`src/rtl/alu_exec_unit_pkg.sv`:
```
// Op encodings, widths and op-class helpers shared by the ALU execution unit
// and the reservation station / ROB side of the CDB.
`ifndef RBID
`define RBID 3:0
`endif

package alu_exec_unit_pkg;
  localparam int XLEN_DEF  = 32;
  localparam int ROB_W_DEF = 4;

  localparam logic True  = 1'b1;
  localparam logic False = 1'b0;

  typedef enum logic [5:0] {
    OP_ADD    = 6'd0,  OP_SUB  = 6'd1,  OP_SLL  = 6'd2,  OP_SLT  = 6'd3,
    OP_SLTU   = 6'd4,  OP_XOR  = 6'd5,  OP_SRL  = 6'd6,  OP_SRA  = 6'd7,
    OP_OR     = 6'd8,  OP_AND  = 6'd9,  OP_BEQ  = 6'd10, OP_BNE  = 6'd11,
    OP_BLT    = 6'd12, OP_BGE  = 6'd13, OP_BLTU = 6'd14, OP_BGEU = 6'd15,
    OP_JALR   = 6'd16, OP_MUL  = 6'd17, OP_MULH = 6'd18, OP_MULHSU = 6'd19,
    OP_MULHU  = 6'd20
  } alu_op_e;

  typedef struct packed {
    logic a_signed;
    logic b_signed;
    logic hi;
  } mul_mode_t;

  function automatic logic is_mul_op(input logic [5:0] op);
    return (op == OP_MUL) || (op == OP_MULH) || (op == OP_MULHSU) || (op == OP_MULHU);
  endfunction

  function automatic mul_mode_t mul_mode(input logic [5:0] op);
    mul_mode_t m;
    m.a_signed = (op == OP_MULH) || (op == OP_MULHSU);
    m.b_signed = (op == OP_MULH);
    m.hi       = (op != OP_MUL);
    return m;
  endfunction
endpackage

```
`src/rtl/alu_exec_unit_mul_seq.sv`:
```
// Operand-latching multiplier used only in ALU_MUL_EN builds; the product is a
// multicycle path whose timing is owned by the exec unit's countdown FSM.
module alu_mul_seq
  import alu_exec_unit_pkg::*;
#(
  parameter int XLEN = XLEN_DEF
) (
  input  logic            clk,
  input  logic            rst_n,
  input  logic            flush_i,
  input  logic            start_i,
  input  logic [XLEN-1:0] a_i,
  input  logic [XLEN-1:0] b_i,
  input  mul_mode_t       mode_i,
  output logic            done_o,
  output logic [XLEN-1:0] product_o
);
  logic [XLEN-1:0]   a_q, b_q;
  mul_mode_t         mode_q;
  logic              vld_q;
  logic [2*XLEN-1:0] ax, bx, full;

  always_ff @(posedge clk or negedge rst_n) begin
    if (!rst_n) begin
      a_q    <= '0;
      b_q    <= '0;
      mode_q <= '0;
      vld_q  <= 1'b0;
    end else if (flush_i) begin
      vld_q <= 1'b0;
    end else if (start_i) begin
      a_q    <= a_i;
      b_q    <= b_i;
      mode_q <= mode_i;
      vld_q  <= 1'b1;
    end
  end

  // Extending to 2*XLEN and multiplying modulo 2^(2*XLEN) yields the exact
  // signed/unsigned product for every signedness mix.
  assign ax        = {{XLEN{mode_q.a_signed & a_q[XLEN-1]}}, a_q};
  assign bx        = {{XLEN{mode_q.b_signed & b_q[XLEN-1]}}, b_q};
  assign full      = ax * bx;
  assign product_o = mode_q.hi ? full[2*XLEN-1:XLEN] : full[XLEN-1:0];
  assign done_o    = vld_q;
endmodule

```
`src/rtl/alu_exec_unit.sv`:
```
// RS->ALU issue endpoint: single-cycle integer/branch/JALR datapath driving the ALU CDB.
// Define ALU_MUL_EN to add the sequential multiplier with busy back-pressure.
module alu_exec_unit
  import alu_exec_unit_pkg::*;
#(
  parameter int XLEN    = XLEN_DEF,
  parameter int ROB_W   = ROB_W_DEF,
  parameter int MUL_LAT = 3
) (
  input  logic             clk,
  input  logic             rst_n,
  input  logic             rdy,
  input  logic             clr,
  input  logic             flag_alu,
  input  logic [5:0]       op_alu,
  input  logic [XLEN-1:0]  rs1_alu,
  input  logic [XLEN-1:0]  rs2_alu,
  input  logic [ROB_W-1:0] rob_alu,
  output logic             alu_busy,
  output logic             alu_ans_flag,
  output logic [ROB_W-1:0] alu_ans_reorder,
  output logic [XLEN-1:0]  alu_ans
);
  logic [XLEN-1:0]  res;
  logic [4:0]       sh;
  logic             flag_q;
  logic [ROB_W-1:0] tag_q;
  logic [XLEN-1:0]  ans_q;

  assign sh = rs2_alu[4:0];

  always_comb begin
    res = '0;
    case (op_alu)
      OP_ADD:  res = rs1_alu + rs2_alu;
      OP_SUB:  res = rs1_alu - rs2_alu;
      OP_SLL:  res = rs1_alu << sh;
      OP_SLT:  res = XLEN'($signed(rs1_alu) < $signed(rs2_alu));
      OP_SLTU: res = XLEN'(rs1_alu < rs2_alu);
      OP_XOR:  res = rs1_alu ^ rs2_alu;
      OP_SRL:  res = rs1_alu >> sh;
      OP_SRA:  res = $unsigned($signed(rs1_alu) >>> sh);
      OP_OR:   res = rs1_alu | rs2_alu;
      OP_AND:  res = rs1_alu & rs2_alu;
      OP_BEQ:  res = XLEN'(rs1_alu == rs2_alu);
      OP_BNE:  res = XLEN'(rs1_alu != rs2_alu);
      OP_BLT:  res = XLEN'($signed(rs1_alu) < $signed(rs2_alu));
      OP_BGE:  res = XLEN'($signed(rs1_alu) >= $signed(rs2_alu));
      OP_BLTU: res = XLEN'(rs1_alu < rs2_alu);
      OP_BGEU: res = XLEN'(rs1_alu >= rs2_alu);
      OP_JALR: res = (rs1_alu + rs2_alu) & ~XLEN'(1);
      // Unknown (and MUL-class when the multiplier is absent) broadcasts 0 so the ROB entry retires.
      default: res = '0;
    endcase
  end

  // A countdown of MUL_LAT-1 needs MUL_LAT >= 2; anything less has no valid multiplier timing.
  if (MUL_LAT < 2) begin : g_mul_lat_too_small
  end

`ifdef ALU_MUL_EN
  localparam int CNT_W = $clog2(MUL_LAT);
  typedef enum logic {S_IDLE, S_MUL} state_e;

  state_e           state_q;
  logic [CNT_W-1:0] cnt_q;
  logic             busy_q;
  logic             mul_start, mul_done;
  logic [XLEN-1:0]  mul_prod;

  assign mul_start = rdy & ~clr & flag_alu & (state_q == S_IDLE) & is_mul_op(op_alu);

  alu_mul_seq #(.XLEN(XLEN)) u_mul (
    .clk       (clk),
    .rst_n     (rst_n),
    .flush_i   (clr),
    .start_i   (mul_start),
    .a_i       (rs1_alu),
    .b_i       (rs2_alu),
    .mode_i    (mul_mode(op_alu)),
    .done_o    (mul_done),
    .product_o (mul_prod)
  );

  always_ff @(posedge clk or negedge rst_n) begin
    if (!rst_n) begin
      state_q <= S_IDLE;
      cnt_q   <= '0;
      busy_q  <= False;
      flag_q  <= False;
      tag_q   <= '0;
      ans_q   <= '0;
    end else if (clr) begin
      state_q <= S_IDLE;
      cnt_q   <= '0;
      busy_q  <= False;
      flag_q  <= False;
    end else if (!rdy) begin
      flag_q <= False;
    end else begin
      case (state_q)
        S_IDLE: begin
          flag_q <= False;
          if (flag_alu) begin
            tag_q <= rob_alu;
            if (is_mul_op(op_alu)) begin
              state_q <= S_MUL;
              cnt_q   <= CNT_W'(MUL_LAT - 1);
              busy_q  <= True;
            end else begin
              flag_q <= True;
              ans_q  <= res;
            end
          end
        end
        S_MUL: begin
          if (cnt_q == '0 && mul_done) begin
            state_q <= S_IDLE;
            busy_q  <= False;
            flag_q  <= True;
            ans_q   <= mul_prod;
          end else begin
            cnt_q  <= cnt_q - 1'b1;
            flag_q <= False;
          end
        end
        default: state_q <= S_IDLE;
      endcase
    end
  end

  assign alu_busy = busy_q;
`else
  always_ff @(posedge clk or negedge rst_n) begin
    if (!rst_n) begin
      flag_q <= False;
      tag_q  <= '0;
      ans_q  <= '0;
    end else if (clr || !rdy || !flag_alu) begin
      flag_q <= False;
    end else begin
      flag_q <= True;
      tag_q  <= rob_alu;
      ans_q  <= res;
    end
  end

  assign alu_busy = False;
`endif

  assign alu_ans_flag    = flag_q;
  assign alu_ans_reorder = tag_q;
  assign alu_ans         = ans_q;
endmodule

```
`config.mk`:
```
export PLATFORM = sky130hd
export DESIGN_NAME = alu_exec_unit
export DESIGN_NICKNAME = d
export VERILOG_FILES = /design/src/rtl/alu_exec_unit_pkg.sv /design/src/rtl/alu_exec_unit_mul_seq.sv /design/src/rtl/alu_exec_unit.sv
export SDC_FILE = /design/constraint.sdc
export NUM_CORES = 1
export LEC_CHECK = 0
export CAP_MARGIN = 10
export CORE_MARGIN = 5
export CORE_UTILIZATION = 35
export CTS_BUF_LIST = sky130_fd_sc_hd__clkbuf_4
export DETAILED_ROUTE_END_ITERATION = 10
export DONT_BUFFER_PORTS = 1
export PLACE_DENSITY = 0.48
export SYNTH_ARGS = -nofsm -noshare
export SYNTH_HDL_FRONTEND = slang
export SYNTH_SLANG_ARGS = --single-unit
```
`constraint.sdc`:
```
create_clock -name clk -period 5.4 [get_ports clk]
set_clock_uncertainty 0.2 [all_clocks]
set_input_delay 1.08 -clock clk [delete_from_list [all_inputs] [get_ports clk]]
set_output_delay 1.08 -clock clk [all_outputs]
set_load 0.005 [all_outputs]
```
==> out/qor.txt, run 1 <==
Outcome: completed
Core Footprint: 0.03051 mm²
Via-per-instance ratio: 6.712
Initial core utilization: 35.29%
Async set-or-reset flop fraction in the synthesized netlist: 100.0%
HP Class: in -> async
Sequential Area: 925.9 µm²
Power Density: 131.4 mW/mm²
F_max: 238.7 MHz
Root Buffer: clkbuf_4
Mapped Cells: 1511
I/O pin cnt: 117
DRT Wirelength: 53960 µm
Max cap viols: 0
Worst slack at placement: 893.6 ps
Largest net degree at the start of global routing: 101
Hold buffers post-CTS: 0
Worst-case reg-to-reg path depth: 4
Sequential cell area fraction in the yosys report: 8.601%
Vias in the first global route: 11450
Dpl hpwl: 42060 µm
Setup TNS Final: 0 ps
Tmin final: 4190 ps
# clock sinks: 37
Element type at the critical path start: input port
Setup Fix Bufs, Post-CTS: 0
Total GRT Usage: 30.43%
Comb pwr share: 62.7%
Routed len/inst: 29.71 µm
Drt first-iter violations: 1668
Layout fillers: 3306
Syn_nets: 1689
ANT nets after route: 0
Synthesized cell area: 0.01077 mm²
Req. time, crit path: 5470 ps
Crit path kind: in -> reg
Slowest CP cell: ha_1
Die H: 185.4 µm
FP Rows: 64
Fin util: 35.68%
Slew Viols, Final: 0
Crit path cell chain: clkinv_1, ha_1, nor2_1, o221ai_1, a21oi_1, o21ai_1, nor3_1, nand2b_1, mux2i_1, a211oi_1, o21ai_0
Maximum vdd ir drop: 67.13 µV
Clock power frac: 13.9%
Clock Latency Late Sink: 400 ps
Clock slew seen by the registers of the worst setup and hold paths: 200 ps
Fraction of layout cells with a size suffix above 1: 9.302%
CP endpoint kind: register
DIE AREA: 0.03437 mm²
Fin crit share: 77.59%
Sw frac: 51.80%
Flop pwr share: 23.4%
Synthesis-to-layout area growth: 1.104%
Crit-path max cell delay: 480 ps
Worst relative slew slack: 24.49%
Post-synth EDFFs: 0
RSZ-0062 raised after global routing: false
IO Port Bufs: 0
Fin cells: 1816
DRT Pass-1 Iters: 8
Die width: 185.4 µm
Fin worst setup slack: 1210 ps
Final Hold Fails: 0
Final net count: 1596
Setup violators final: 0
Worst-Margin Slew: 1133 ps
Synth Register Bits: 37
Clock tree buffer depth: 2
TritonCTS Buffers: 5
Via count: 12190
First-pass GRT wire length: 78020 µm
Post-CTS Resized: 0
Internal: 0.0006893 W
H-tree levels: 2
Net Sw Power: 0.0007409 W
Multi-input gate area: 0.008857 mm²
Post-route DRC: 0
Placer Congestion: 1.017
CTS tree: yes
WHS: 96.42 ps
Initial antenna violation count: 3
Synth warnings: 0
# placed instances: 1807
Grt total ovfl: 0
Crit path arrival time: 4260 ps
Distinct cell type count after synthesis: 98
Pleak: 4.404 nW
Synth Area per Inst: 7.125 µm²
Synth Flop Type: dfrtp_1
CP max FO: 59
## synthesized netlist by cell type, types with 23 or more instances
cell type / instances / area (µm²)
a211oi_1: 26 / 195.2
a21oi_1: 146 / 730.7
a221oi_1: 29 / 254.0
buf_2: 37 / 185.2
clkbuf_1: 57 / 214.0
dfrtp_1: 37 / 925.9
ha_1: 97 / 1214
inv_1: 95 / 356.6
mux2_2: 23 / 259.0
mux2i_1: 40 / 400.4
mux4_2: 31 / 698.2
nand2_1: 166 / 623.1
nand3_1: 41 / 205.2
nor2_1: 143 / 536.8
nor3_1: 27 / 135.1
o211ai_1: 27 / 202.7
o21ai_0: 92 / 460.4
## final timing paths
check | slack (ps) | startpoint | endpoint
max | 1210 | rs2_alu[4] | alu_ans[27]
min | 100 | rst_n | alu_ans[3]
max reg2reg | 2970 | alu_ans[22] | alu_ans[22]
min reg2reg | 320 | alu_ans[27] | alu_ans[27]
max in group asynchronous | 4750 | rst_n | alu_ans[30]
min in group clk | 320 | alu_ans[27] | alu_ans[27]
## registers in the layout (all words and copies together), names as in the netlist
| register | count |
|---|---|
| alu_ans | 32 |
| alu_ans_flag | 1 |
| alu_ans_reorder | 4 |
## area by class of cell
| type | count | share of cell area [%] |
|---|---|---|
| diodes | 1 | 0.02299 |
| repair buffers | 22 | 1.517 |
| clock buffers | 5 | 0.3449 |
| multi-input cells | 1251 | 81.38 |
| well taps | 396 | 4.552 |
| clock inverters | 3 | 0.1954 |
| flip-flops and latches | 37 | 8.507 |
| inverters | 101 | 3.483 |
## per-stage QoR
stage,cell area [µm²],total power [W]
floorplan,10770,0.001012
global placement,10820,0.001216
detailed placement,10820,0.001210
CTS,10880,0.001415
global route,10880,0.001518
finish,10880,0.001430
## critical path: cells and delay by family
family | cells | cell delay [ps]
adders and majority gates | 1 | 480
muxes | 1 | 80
buffers and inverters | 1 | 260
and+or+nand+nor | 3 | 1000
AOI/OAI and AO/OA | 5 | 1340
## cell usage in the layout, fill, tap and decap left out, types with 9 or more instances in the layout
cell,count
o2111ai_1,12
o21bai_1,19
a221o_1,11
nor3_1,27
mux4_2,31
nor2_1,142
nand2_1,166
o22ai_1,22
o21ai_0,92
a31oi_1,22
ha_1,97
nand3_1,41
and2_1,11
a211oi_1,25
nor2b_1,12
a221oi_1,29
buf_4,22
o221ai_1,10
o211ai_1,27
nand2b_1,12
inv_1,95
xnor2_1,16
dfrtp_1,37
mux2_2,23
nor4_1,18
o21ai_1,9
a21oi_1,146
a21o_1,13
mux2i_1,40
## cell families (layout without fill, tap and decap cells)
group / count (synthesis) / in the layout / synth area share, %
buffers and inverters: 223 / 131 / 9.252
multiplexers: 97 / 97 / 13.03
AND/OR/NAND/NOR: 484 / 484 / 20.83
flip-flops: 37 / 37 / 8.601
AO/OA/AOI/OAI: 552 / 552 / 35.15
XOR/XNOR: 18 / 18 / 1.464
other: 1 / 2 / 0.03483
adder cells (fa/ha/maj): 99 / 99 / 11.65
## per-layer routing
metal | part of all wire [%] | vias to the layer above | track usage (%)
li1 | - | 5443 | -
met1 | 43 | 5884 | 42.77
met2 | 43 | 733 | 46.32
met3 | 9.9 | 127 | 5.597
met4 | 4.2 | 2 | 11.33
met5 | 0.024 | - | 0
## power groups by stage
stage / Combinational (W) / Clock, W / Sequential, W
finish: 0.000897 / 0.000198 / 0.000335
global route: 0.000966 / 0.000212 / 0.000340
CTS: 0.000873 / 0.000205 / 0.000337
detailed placement: 0.000867 / 0 / 0.000342
global placement: 0.000875 / 0 / 0.000342
floorplan: 0.000682 / 0 / 0.000331
Note: power is estimated with default switching activity, not from simulation.
==> inputs of run 2 (changes only) <==
==> constraint.sdc (replaced) <==
create_clock -name clk -period 4.4 [get_ports clk]
set_clock_uncertainty 0.2 [all_clocks]
set_input_delay 0.88 -clock clk [delete_from_list [all_inputs] [get_ports clk]]
set_output_delay 0.88 -clock clk [all_outputs]
set_load 0.005 [all_outputs]
==> run 2 against run 1 <==
Against the previous run: combinational power is 26% higher; design area increased by 2.3%; clock power is 45% higher; critical endpoint is now alu_ans[24].
==> out/qor.txt, run 2 (synthesis results as in run 1) <==
Element type at the critical path start: input port
I/O pin cnt: 117 (unchanged)
Final Hold Fails: 0 (unchanged)
# clock sinks: 37 (unchanged)
Fraction of layout cells with a size suffix above 1: 11.00% (+1.7 points)
Crit-path max cell delay: 430 ps (-50 ps)
Grt total ovfl: 0 (unchanged)
Clock tree buffer depth: 2 (unchanged)
DIE AREA: 0.03437 mm² (unchanged)
Setup TNS Final: 0 ps (unchanged)
Power Density: 164.2 mW/mm² (+25%)
# placed instances: 1833 (+1.4%)
Largest net degree at the start of global routing: 101 (unchanged)
Largest register FFs: 32 (unchanged)
Clock slew seen by the registers of the worst setup and hold paths: 200 ps (about the same)
Outcome: completed
Slowest CP cell: fa_1
Commonest non-fill, non-tap cells in the layout: 166 x nand2_1, 146 x a21oi_1, 142 x nor2_1
TritonCTS Buffers: 5 (unchanged)
CTS tree: yes
Crit path cell chain: ha_1, fa_1, a21oi_1, o21ai_0, a311oi_1, nand2_1, a21oi_1, o21bai_1, a221o_1, a21oi_1, o21ai_0
Worst relative slew slack: 39.12% (+15 points)
FP Rows: 64 (unchanged)
Die H: 185.4 µm (unchanged)
Crit path buffers/inverters: 0 (-1)
Fin cells: 1844 (+1.5%)
Commonest non-fill, non-tap cell in the layout: nand2_1
RSZ-0062 raised after global routing: false
CP endpoint kind: register
CP max FO: 77 (+31%)
CP top delay family: compound AO/OA/AOI/OAI gates
IO Port Bufs: 0 (unchanged)
Core Footprint: 0.03051 mm² (unchanged)
Post-route DRC: 0 (unchanged)
Drt first-iter violations: 1478 (-11%)
Setup violators final: 0 (unchanged)
Post-CTS Resized: 0 (unchanged)
Tmin final: 3684 ps
Via count: 12270 (+0.67%)
Req. time, crit path: 4470 ps (-1000 ps)
Maximum vdd ir drop: 99.42 µV (+48%)
Setup Fix Bufs, Post-CTS: 0 (unchanged)
First-pass GRT wire length: 78270 µm (+0.33%)
Final net count: 1623 (+1.7%)
Initial core utilization: 35.29% (unchanged)
F_max: 271.4 MHz
Hold buffers post-CTS: 1 (+1)
HP Class: in -> async
Pleak: 4.553 nW (+3.4%)
Slew Viols, Final: 0 (unchanged)
Critical Path Most Common Cell: a21oi_1
Crit path arrival time: 3760 ps (-500 ps)
Via-per-instance ratio: 6.655 (-0.86%)
Total GRT Usage: 30.45% (about the same)
Synthesis-to-layout area growth: 3.428%
Max cap viols: 0 (unchanged)
Vias in the first global route: 11630 (+1.6%)
H-tree levels: 2 (unchanged)
Worst-Margin Slew: 911.6 ps (-221.1 ps)
Dpl hpwl: 42500 µm (+1.1%)
DRT Pass-1 Iters: 5 (-3)
Initial antenna violation count: 2 (-1)
Root Buffer: clkbuf_4
Placer Congestion: 1.051 (+3.3%)
Routed len/inst: 29.35 µm (-1.2%)
Crit path kind: in -> reg
Fin crit share: 83.73%
DRT Wirelength: 54120 µm (+0.30%)
Die width: 185.4 µm (unchanged)
ANT nets after route: 0 (unchanged)
Clock Latency Late Sink: 460 ps (+60 ps)
==> run 2: cell count changes in the layout (fill, tap and decap cells not counted), sizes merged <==
cell,delta
buf,+27
bufinv,+1
diode,+1
inv,-1
==> run 2: path summary, 6_finish.rpt <==
check / startpoint / to / slack (ps) / cells past startpoint
min reg2reg: alu_ans[24] / alu_ans[24] / 320 / 2
min: rst_n / alu_ans[6] / 20 / 1
max in group asynchronous: rst_n / alu_ans[23] / 3670 / 1
max: rs2_alu[0] / alu_ans[24] / 720 / 11
min in group clk: alu_ans[24] / alu_ans[24] / 320 / 2
max reg2reg: alu_ans[29] / alu_ans[29] / 1980 / 8
==> run 2: report_power, final <==
part / internal (W) / switching [W]
sequential: 0.000377 / 0.0000346
combinational: 0.000422 / 0.000707
clock: 0.000120 / 0.000167
==> run 2: layout make-up <==
type | count | area [µm²]
Timing Repair Buffer | 49 | 387.9
Antenna cell | 2 | 5.005
Tap cell | 396 | 495.5
Fill cell | 3324 | 19370
Clock buffer | 5 | 37.54
Clock inverter | 3 | 46.29
Sequential cell | 37 | 925.9
Multi-Input combinational cell | 1251 | 8857
Inverter | 101 | 379.1
==> run 2: layer usage <==
layer | up-vias | GRT usage (%) | routed length [µm]
met5 | - | 0 | 0
met4 | 0 | 11.01 | 2063
met3 | 95 | 5.499 | 5619
met2 | 695 | 47.03 | 23900
met1 | 5998 | 42.47 | 22530
li1 | 5483 | - | -
==> run 2: per-stage QoR <==
step	area, µm²	total power (W)	worst slack, ps	utilization [%]	hold slack (ps)
after global placement	11020	0.001514	346.4	36.11	289.6
final	11130	0.001828	716.1	36.50	18.80
after detailed placement	11020	0.001509	374.5	36.11	295.1
after floorplan	10770	0.001242	290.5	-	269.7
after CTS	11130	0.001822	847.6	36.48	8.234
after global routing	11130	0.001945	686.2	36.49	8.120
==> run 2: worst reg2reg max path, cell delays in order (launching register included) <==
cell and delay [ps]:
dfrtp_1 450, nand2_1 80, nand2_1 80, nor4b_1 490, nand3_2 250, a211o_1 310
a31o_1 200, or4b_1 180, o211ai_2 80
